File: config.mk
export PLATFORM = sky130hd
export DESIGN_NAME = imm_extend_pipe
export DESIGN_NICKNAME = d
export VERILOG_FILES = /design/src/rtl/imm_extend_pipe.sv
export SDC_FILE = /design/constraint.sdc
export NUM_CORES = 1
export LEC_CHECK = 0
export ABC_CLOCK_PERIOD_IN_PS = 2200
export CORE_MARGIN = 2
export CORE_UTILIZATION = 35
export CTS_BUF_LIST = sky130_fd_sc_hd__clkbuf_16
export CTS_CLUSTER_DIAMETER = 40
export DETAILED_ROUTE_END_ITERATION = 10
export SKIP_LAST_GASP = 1
export SLEW_MARGIN = 0
export SYNTH_ARGS = -nofsm -noshare
export SYNTH_HDL_FRONTEND = slang
export SYNTH_SLANG_ARGS = --single-unit
File: constraint.sdc
create_clock -name CLK -period 2.2 [get_ports CLK]
set_input_delay 0.66 -clock CLK [delete_from_list [all_inputs] [get_ports CLK]]
set_output_delay 0.66 -clock CLK [all_outputs]
set_load 0.05 [all_outputs]
File: src/rtl/imm_extend_pipe.sv
// Two-stage valid/ready immediate generator (I, D, B, CBZ, MOVZ, MOVK) with tag pass-through.
// Optional macro BRANCH_SHIFT_EN: B/CBZ results are left-shifted by 2 (byte offset).
module imm_extend_pipe #(
    parameter int DATA_WIDTH = 64,  // 32 or 64
    parameter int TAG_WIDTH  = 5
) (
    input  logic                  CLK,
    input  logic                  Reset_L,
    input  logic                  InValid,
    output logic                  InReady,
    input  logic [25:0]           Imm26,
    input  logic [2:0]            Ctrl,
    input  logic [DATA_WIDTH-1:0] BusOld,
    input  logic [TAG_WIDTH-1:0]  InTag,
    output logic                  OutValid,
    input  logic                  OutReady,
    output logic [DATA_WIDTH-1:0] BusImm,
    output logic [TAG_WIDTH-1:0]  OutTag,
    output logic                  Illegal
);
    logic                  v1_q, v1_d, v2_q, v2_d;
    logic                  s1_adv, s2_adv;
    logic [2:0]            ctrl_q;
    logic [25:0]           imm_q;
    logic [DATA_WIDTH-1:0] old_q;
    logic [TAG_WIDTH-1:0]  tag1_q, tag2_q;
    logic [DATA_WIDTH-1:0] bus_q, bus_d;
    logic                  ill_q, ill_d;
    logic [63:0]           wide, old64;
    logic [1:0]            hw;
    logic [15:0]           hword;

    assign s2_adv   = ~v2_q | OutReady;
    assign s1_adv   = ~v1_q | s2_adv;
    assign v1_d     = s1_adv ? InValid : v1_q;
    assign v2_d     = s2_adv ? v1_q : v2_q;
    assign InReady  = s1_adv;
    assign OutValid = v2_q;
    assign BusImm   = bus_q;
    assign OutTag   = tag2_q;
    assign Illegal  = ill_q;

    // Formats are built at 64 bits and truncated, which gives the B/CBZ wrap for free.
    always_comb begin
        wide  = '0;
        ill_d = 1'b0;
        hw    = imm_q[22:21];
        hword = imm_q[20:5];
        old64 = 64'(old_q);
        case (ctrl_q)
            3'b000: wide = {52'b0, imm_q[21:10]};
            3'b001: wide = {{55{imm_q[20]}}, imm_q[20:12]};
            3'b010: wide = {{38{imm_q[25]}}, imm_q};
            3'b011: wide = {{45{imm_q[23]}}, imm_q[23:5]};
            3'b100: wide[{hw, 4'b0000} +: 16] = hword;
            3'b101: begin
                wide = old64;
                wide[{hw, 4'b0000} +: 16] = hword;
            end
            default: ill_d = 1'b1;
        endcase
`ifdef BRANCH_SHIFT_EN
        if (ctrl_q == 3'b010 || ctrl_q == 3'b011)
            wide = {wide[61:0], 2'b00};
`endif
        // Upper halfwords do not exist in a 32-bit datapath.
        if (DATA_WIDTH == 32 && (ctrl_q == 3'b100 || ctrl_q == 3'b101) && hw[1]) begin
            wide  = '0;
            ill_d = 1'b1;
        end
        bus_d = wide[DATA_WIDTH-1:0];
    end

    always_ff @(posedge CLK or negedge Reset_L) begin
        if (!Reset_L) begin
            v1_q   <= 1'b0;
            v2_q   <= 1'b0;
            ctrl_q <= '0;
            imm_q  <= '0;
            old_q  <= '0;
            tag1_q <= '0;
            bus_q  <= '0;
            tag2_q <= '0;
            ill_q  <= 1'b0;
        end else begin
            v1_q <= v1_d;
            v2_q <= v2_d;
            if (s1_adv && InValid) begin
                ctrl_q <= Ctrl;
                imm_q  <= Imm26;
                old_q  <= BusOld;
                tag1_q <= InTag;
            end
            if (s2_adv && v1_q) begin
                bus_q  <= bus_d;
                tag2_q <= tag1_q;
                ill_q  <= ill_d;
            end
        end
    end
endmodule

==> reports/summary.txt, run 1 <==
GRT overflow - 0
detailed placement HPWL - 16,500 um
combinational share of power - 32.1%
flops & latches, synth - 170
Hold WC Path Type - input port to asynchronous set/reset pin
Crit path arrival time - 1.41 ns
first-pass GRT wire length - 36,700 um
clock buffer depth - 2
final-report setup violation count - 0
fraction of layout cells with a size suffix above 1 - 29.4%
Num CTS Buffers - 17
die area - 23,400 sq um
CP max stage delay - 0.28 ns
clk_lat worst skew - 0.42 ns
critical path fanouts, max - 3
Pint - 0.00703 W
fin. max-slew vios - 0
CP max-delay cell - nand3b_1
dpl ws - -0.114 ns
dpl cell area - 9890 sq um
CTS tree - yes
First DRT Iteration DRCs - 391
Leak - 4.54 nW
pwr/cell area - 1040 nW/um^2
H-tree Lvls - 4
Flop pwr share - 38.3%
final instance area - 10,500 sq um
Slew HR - 56.4%
VDD IR max - 0.482 mV
layout overhead on the synthesized area - 35.2%
vias in the first global route - 6,155
die width - 153 um
CP top delay family - buffers and inverters
Clk network pwr share - 29.5%
Synth cell types - 50
final hold violation count - 0
number of fillers in the final layout - 1,977
Buf+Inv Stages, Crit Path - 2
WL/cell - 21.7 um
Setup WS post-layout - 0.131 ns
# port buffers - 173
Worst Tran Pin Value - 0.654 ns
Final nets - 899
# clock sinks - 170
Root Driver - clkbuf_16
RD Place Congestion - 0.875
Synth Flop Type - dfrtp_1
initial antenna violation count - 3
DR vias/cell - 5.45
Sw Pwr - 0.00391 W
number of flops mapped to enable cells by yosys - 0
Vias - 5,912
Setup Skew - 0.00949 ns
GR Util All Layers - 20.4%
Synth Warn # - 0
Antenna Nets Post-Route - 0
Setup crit end kind - output port
critical-path cell list - dlygate4sd2_1 -> nand3b_1 -> buf_12
total wire length - 23,500 um
Final Cycle Share - 94.1%
Worst setup SP type - input port
Max Clk Rate - 483 MHz
Remaining DRCs - 0
syn_area_per_cell - 12.6 sq um
RSZ-0062 raised after global routing - no
status - completed
sequential area share after synthesis - 54.9%
total nets after synthesis - 724
Core ar. - 21,800 sq um
max-cap viol count - 0
Crit Path Class - input port to output port
Worst-path clk slew - 0.07 ns
pin count of the biggest net entering global routing - 104
Initial Util - 35.6%
DRT Pass-1 Iters - 6
critical path required time - 1.54 ns
Setup Buffers After CTS - 0
total power - 0.0109 W
Mapped Cells - 617
Sw Ratio - 35.7%
Site Rows - 54
Synth Cell Area - 7750 sq um
Die Ht - 153 um
I/O pin count - 174
asr flop ratio synth - 100%
crit path time final - 2.07 ns
-- stage by stage --
| stage | setup TNS (ns) | hold WS, ns | instances | utilization [%] |
|---|---|---|---|---|
| floorplan | -0.668 | 0.364 | 617 | - |
| global placement | -6.23 | 0.449 | 1053 | 45.5 |
| detailed placement | -7.20 | 0.456 | 1053 | 45.5 |
| CTS | 0 | 0.0297 | 1084 | 48.2 |
| global route | 0 | 0.0227 | 1085 | 48.2 |
| finish | 0 | 0.0421 | 1085 | 48.2 |
-- routing by layer --
metal / global-route usage [%] / routed length, um / up-vias
met4: 5.25 / 323 / 0
li1: - / - / 2641
met1: 29.2 / 10800 / 2998
met3: 4.88 / 1700 / 27
met2: 31.4 / 10700 / 246
met5: 0 / 0 / -
-- power by group through the flow --
| stage | Combinational, W | Clock [W] | Sequential, W |
|---|---|---|---|
| 4_1_cts | 0.00354 | 0.00330 | 0.00420 |
| 3_3_place_gp | 0.00359 | 0 | 0.00423 |
| 6_report | 0.00351 | 0.00323 | 0.00419 |
| 5_1_grt | 0.00373 | 0.00344 | 0.00426 |
| 3_5_place_dp | 0.00364 | 0 | 0.00425 |
| 2_1_floorplan | 0.00126 | 0 | 0.00516 |
-- cells by family after synthesis --
kind of cell / share of synthesized area (%)
compound gates: 14.0
fa+ha+maj: 0.807
buf+inv: 4.15
flops: 54.9
mux: 18.5
simple gates: 7.75
-- final timing paths --
check | startpoint | slack [ns] | end | cells after the start
min reg2reg | tag1_q[2] | 0.47 | OutTag[2] | 2
max in group asynchronous | Reset_L | 1.36 | BusImm[29] | 2
min | Reset_L | 0.04 | old64[59] | 1
min in group CLK | tag1_q[2] | 0.47 | OutTag[2] | 2
max | OutReady | 0.13 | InReady | 3
max reg2reg | imm_q[21] | 0.28 | BusImm[22] | 7
-- synth_stat cells, drive strengths merged, types with 5 or more instances --
library cell,number,area [sq um]
a21oi,11,55.1
buf,35,220
a31oi,8,50.1
o21ai,50,250
dfrtp,170,4250
mux4,9,221
clkbuf,21,86.3
mux2i,5,50.1
nand2,93,349
mux2,103,1160
a221o,10,100
ha,5,62.6
a222oi,7,70.1
a221oi,45,457
nor2,7,26.3
-- flip-flops by register name, summed over array words and instances (netlist names) --
| signal | flops |
|---|---|
| tag1_q | 5 |
| OutValid | 1 |
| Illegal | 1 |
| v1_q | 1 |
| old64 | 64 |
| ctrl_q | 3 |
| OutTag | 5 |
| imm_q | 26 |
| BusImm | 64 |
-- layout make-up --
type | instances | area (sq um) | area share (%)
flip-flops and latches | 170 | 4250 | 40.6
multi-input cells | 387 | 3200 | 30.6
repair buffers | 212 | 2020 | 19.3
clock buffers | 17 | 425 | 4.06
well taps | 280 | 350 | 3.34
clock inverters | 14 | 204 | 1.95
inverters | 4 | 15.0 | 0.143
diodes | 1 | 2.50 | 0.0239
-- cells in the final DEF, fill, tap and decap left out, types with 11 or more instances in the layout --
cell type        netlist  final
nand2_1               93     91
clkbuf_16              0     17
a221oi_1              35     35
o21ai_0               23     23
dfrtp_1              170    170
buf_4                  8     66
buf_12                 0     11
o21ai_1               27     27
a21oi_1               11     11
clkdlybuf4s50_1        0     99
dlygate4sd2_1          0     35
mux2_2               103    103
-- what timing repair did --
| item | in CTS | in global routing |
|---|---|---|
| gates resized for setup | 35 | 1 |
| pin swaps | 0 | 0 |
| endpoints found under the setup margin | 35 | 11 |
| hold buffers | 0 | 0 |
Power figures use the tool's default switching activity.
==> run 2, diff against run 1 <==
ABC_CLOCK_PERIOD_IN_PS = 2330   (was 2200)
clock period = 2.33 ns   (was 2.2 ns; I/O delays follow)
==> run 2 against run 1 <==
  * Global-route usage shrank 0.59 points
  * Critical path depth shrank 2
  * Final area is essentially flat
  * Utilization is essentially flat
  * Worst hold slack gained 0.17 ns
  * Clock skew shrank 0.0013 ns
  * Power shrank 7.2%
  * Non-clock buffer count shrank 5
  * First-iteration DRC count grew 21%
  * Wire length shrank 1.5%
  * Sequential cell count is the same
  * Critical path type is now register to output port
  * Highest routed layer unchanged
==> reports/summary.txt, run 2 (synthesis gave the netlist of run 1 again) <==
pwr/cell area - 968 nW/um^2
Buf+Inv Stages, Crit Path - 1
layout overhead on the synthesized area - 35.3%
Reg-to-Reg Start - imm_q[21]
RSZ-0062 raised after global routing - no
Site Rows - 54
ant diodes - 0
clk_lat worst skew - 0.43 ns
I/O pin count - 174
Num CTS Buffers - 17
CP max-delay cell - clkdlybuf4s50_1
clock buffer depth - 2
Crit path arrival time - 1.59 ns
max-cap viol count - 0
die width - 153 um
final instance area - 10,500 sq um
detailed placement HPWL - 16,100 um
VDD IR max - 0.460 mV
GR Util All Layers - 19.8%
reg2reg setup slack - 0.19 ns
CTS tree - yes
combinational share of power - 32.7%
Final Cycle Share - 98.4%
Setup crit end kind - output port
CP top delay family - buffers and inverters
critical path fanouts, max - 2
dpl cell area - 9870 sq um
Final nets - 894
number of fillers in the final layout - 1,954
commonest cells after routing, fill and taps aside - dfrtp_1 (170), clkdlybuf4s50_1 (127), mux2_2 (103), nand2_1 (91), buf_4 (45)
# clock sinks - 170
critical path required time - 1.63 ns
sum of negative setup slack - 0 ns
Root Driver - clkbuf_16
die area - 23,400 sq um
Setup Skew - 0.00816 ns
Worst Tran Pin Value - 0.931 ns
Worst setup SP type - register
Worst-path clk slew - 0.07 ns
Die Ht - 153 um
H-tree Lvls - 4
commonest non-fill, non-tap cell in the layout - dfrtp_1
WL/cell - 21.5 um
Sw Pwr - 0.00367 W
fraction of layout cells with a size suffix above 1 - 26.7%
pin count of the biggest net entering global routing - 47
Clk network pwr share - 27.7%
Flop pwr share - 39.5%
Crit Path Class - register to output port
Max Clk Rate - 436 MHz
Pint - 0.00648 W
Hold WC Path Type - input port to asynchronous set/reset pin
Antenna Nets Post-Route - 0
critical-path cell list - clkdlybuf4s50_1
First DRT Iteration DRCs - 472
status - completed
area of the multi-input gates - 3200 sq um
reg2reg end - BusImm[39]
first-pass GRT wire length - 35,400 um
Slew HR - 37.5%
Vias - 5,915
cells on worst reg2reg path - 6
Hold Slack - 0.213 ns
fin. max-slew vios - 0
final-report setup violation count - 0
Core Util, Final - 48.2%
total wire length - 23,200 um
final hold violation count - 0
Sequential Area - 4250 sq um
# port buffers - 173
DR vias/cell - 5.48
Remaining DRCs - 0
Core ar. - 21,800 sq um
initial antenna violation count - 0
Leak - 4.61 nW
RD Place Congestion - 0.844
vias in the first global route - 5,999
DRT Pass-1 Iters - 7
GRT overflow - 0
Initial Util - 35.6%
crit path time final - 2.29 ns
Sw Ratio - 36.1%
CP max stage delay - 0.81 ns
[run 2: cell count changes in the layout (fill, tap and decap cells not counted), sizes merged, moves of 2 or more]
cell	previous run	this run
bufinv	5	3
clkinv	5	8
dlygate4sd2	35	8
buf	78	55
dlymetal6s2s	0	17
inv	6	4
clkdlybuf4s50	99	127
[run 2: layer usage]
metal | routed length [um] | part of all wire (%) | global-route usage (%)
met3 | 1670 | 7.2 | 5.25
met4 | 292 | 1.3 | 4.89
met5 | 0 | 0 | 0
met1 | 10400 | 45 | 28.1
met2 | 10900 | 47 | 30.5
[run 2: what timing repair did]
action / 4_1_cts / 5_1_grt
buffers inserted: 1 / 0
endpoints found under the setup margin: 9 / 18
hold buffers: 0 / 0
gates resized for setup: 8 / 18
[run 2: worst max-delay path by stage]
| stage | from | end | slack [ns] | depth (start not counted) |
|---|---|---|---|---|
| floorplan | OutReady | imm_q[0] | 0.008 | 5 |
| global placement | OutReady | BusImm[11] | -0.03 | 6 |
| detailed placement | OutReady | BusImm[7] | -0.07 | 6 |
| CTS | BusImm[33] | BusImm[33] | 0.002 | 1 |
| global route | BusImm[26] | BusImm[26] | 0.0005 | 1 |
| finish | BusImm[26] | BusImm[26] | 0.04 | 1 |
[run 2: layout make-up]
type	instances	share of cell area, %
Inverter	4	0.143
Timing Repair Buffer	207	19.9
Clock inverter	14	1.49
Multi-Input combinational cell	387	30.5
Tap cell	280	3.34
Clock buffer	17	4.06
Sequential cell	170	40.6
[run 2: per-stage QoR]
step	instances	total power, W	setup slack [ns]
floorplan	617	0.00607	0.00845
global placement	1047	0.00737	-0.0261
detailed placement	1047	0.00743	-0.0737
CTS	1079	0.0102	0.00178
global route	1079	0.0106	0.000474
finish	1079	0.0102	0.0379
[run 2: power by group through the flow]
stage	Sequential, W	Clock (W)	Combinational [W]
3_3_place_gp	0.00405	0	0.00331
6_report	0.00401	0.00282	0.00332
3_5_place_dp	0.00407	0	0.00336
2_1_floorplan	0.00488	0	0.00119
5_1_grt	0.00408	0.00300	0.00351
4_1_cts	0.00401	0.00288	0.00335
==> run 3, diff against run 2 <==
CELL_PAD_IN_SITES_DETAIL_PLACEMENT = 1   (was not set)
CELL_PAD_IN_SITES_GLOBAL_PLACEMENT = 1   (was not set)
PLACE_DENSITY_LB_ADDON = 0.1   (was not set)
==> run 3 against run 2 <==
  * Sequential share of layout area shrank 0.47 points
  * Register-to-register slack is essentially flat
  * Utilization grew 0.56 points
  * Critical path type unchanged
  * Largest power group unchanged
  * Highest routed layer unchanged
==> reports/summary.txt, run 3 (synthesis gave the netlist of run 1 again) <==
final hold violation count - 0
Worst setup SP type - register
Setup crit end kind - output port
commonest non-fill, non-tap cell in the layout - dfrtp_1
cells on worst reg2reg path - 6
Max Clk Rate - 434 MHz
GRT overflow - 0
Hold Slack - 0.193 ns
crit path time final - 2.30 ns
I/O pin count - 174
Remaining DRCs - 0
Buf+Inv Stages, Crit Path - 1
first-pass GRT wire length - 39,200 um
# port buffers - 173
Reg-to-Reg Start - imm_q[21]
DRT Pass-1 Iters - 5
critical-path cell list - clkdlybuf4s50_1
detailed placement HPWL - 17,400 um
Core ar. - 21,800 sq um
GR Util All Layers - 22.1%
reg2reg setup slack - 0.20 ns
pwr/cell area - 986 nW/um^2
Die Ht - 153 um
critical path fanouts, max - 2
RD Place Congestion - 0.750
max-cap viol count - 0
RSZ-0062 raised after global routing - no
reg2reg end - BusImm[42]
die width - 153 um
Final Cycle Share - 98.9%
dpl ws - -0.143 ns
DR vias/cell - 5.50
Site Rows - 54
fraction of layout cells with a size suffix above 1 - 25.4%
commonest cells after routing, fill and taps aside - dfrtp_1 (170), clkdlybuf4s50_1 (122), mux2_2 (103), nand2_1 (91), buf_4 (37)
CP max stage delay - 0.82 ns
Worst-path clk slew - 0.07 ns
critical path required time - 1.63 ns
Antenna Nets Post-Route - 0
Worst Tran Pin Value - 0.941 ns
Num CTS Buffers - 17
clk_lat worst skew - 0.43 ns
Setup Skew - 0.0132 ns
CP max-delay cell - clkdlybuf4s50_1
Crit path arrival time - 1.61 ns
CTS tree - yes
die area - 23,400 sq um
Root Driver - clkbuf_16
CP top delay family - buffers and inverters
status - completed
First DRT Iteration DRCs - 285
pin count of the biggest net entering global routing - 48
vias in the first global route - 6,440
Vias - 5,959
Initial Util - 35.6%
fin. max-slew vios - 0
Leak - 4.80 nW
Setup WS post-layout - 0.0252 ns
final-report setup violation count - 0
WL/cell - 23.4 um
VDD IR max - 0.511 mV
Hold WC Path Type - input port to asynchronous set/reset pin
H-tree Lvls - 4
clock buffer depth - 2
total wire length - 25,400 um
Crit Path Class - register to output port
initial antenna violation count - 1
layout overhead on the synthesized area - 36.9%
Slew HR - 36.8%
Final nets - 897
# clock sinks - 170
[run 3: cell types whose count changed in the layout (fill, tap and decap cells not counted), sizes merged, moves of 4 or more]
cell           previous run  this run
dlymetal6s2s             17        24
inv                       4         8
clkinv                    8         4
clkdlybuf4s50           127       122
dlygate4sd2               8        16
buf                      55        48
[run 3: repair_timing]
item	in CTS	in global routing
resized for setup	16	24
endpoints found under the setup margin	17	24
hold buffers	0	0
buffers inserted	1	0
[run 3: area by class of cell]
class | instances | area, sq um
diodes | 1 | 2.50
clock buffers | 17 | 425
clock inverters | 15 | 210
fillers | 2224 | 11100
inverters | 4 | 15.0
multi-input cells | 387 | 3200
flip-flops and latches | 170 | 4250
well taps | 280 | 350
repair buffers | 210 | 2150
[run 3: where the power goes]
part / switching [W] / internal [W] / total [W]
clock network: 0.00119 / 0.00189 / 0.00308
registers: 0.000509 / 0.00350 / 0.00401
logic: 0.00205 / 0.00133 / 0.00338
[run 3: routing by layer]
metal	track usage [%]	share of wire (%)
met1	29.8	44
met2	35.4	48
met3	4.82	5.4
met4	7.41	2.0
met5	0	0
[run 3: worst max-delay path by stage]
stage | endpoint | start | depth (start not counted) | slack, ns
2_1_floorplan | imm_q[0] | OutReady | 5 | 0.008
3_5_place_dp | BusImm[11] | OutReady | 6 | -0.14
3_3_place_gp | BusImm[11] | OutReady | 6 | -0.07
6_report | BusImm[45] | BusImm[45] | 1 | 0.03
5_1_grt | BusImm[61] | BusImm[61] | 1 | 0.0002
4_1_cts | BusImm[4] | BusImm[4] | 1 | 0.002
[run 3: through the flow]
step	instance area, sq um	instances	power [W]	setup TNS (ns)	utilization [%]
final	10600	1084	0.0105	0	48.8
after global routing	10600	1084	0.0109	0	48.8
after CTS	10500	1083	0.0106	0	48.5
after detailed placement	9930	1050	0.00752	-3.93	45.6
after global placement	9930	1050	0.00741	-1.19	45.6
after floorplan	7750	617	0.00607	0	-
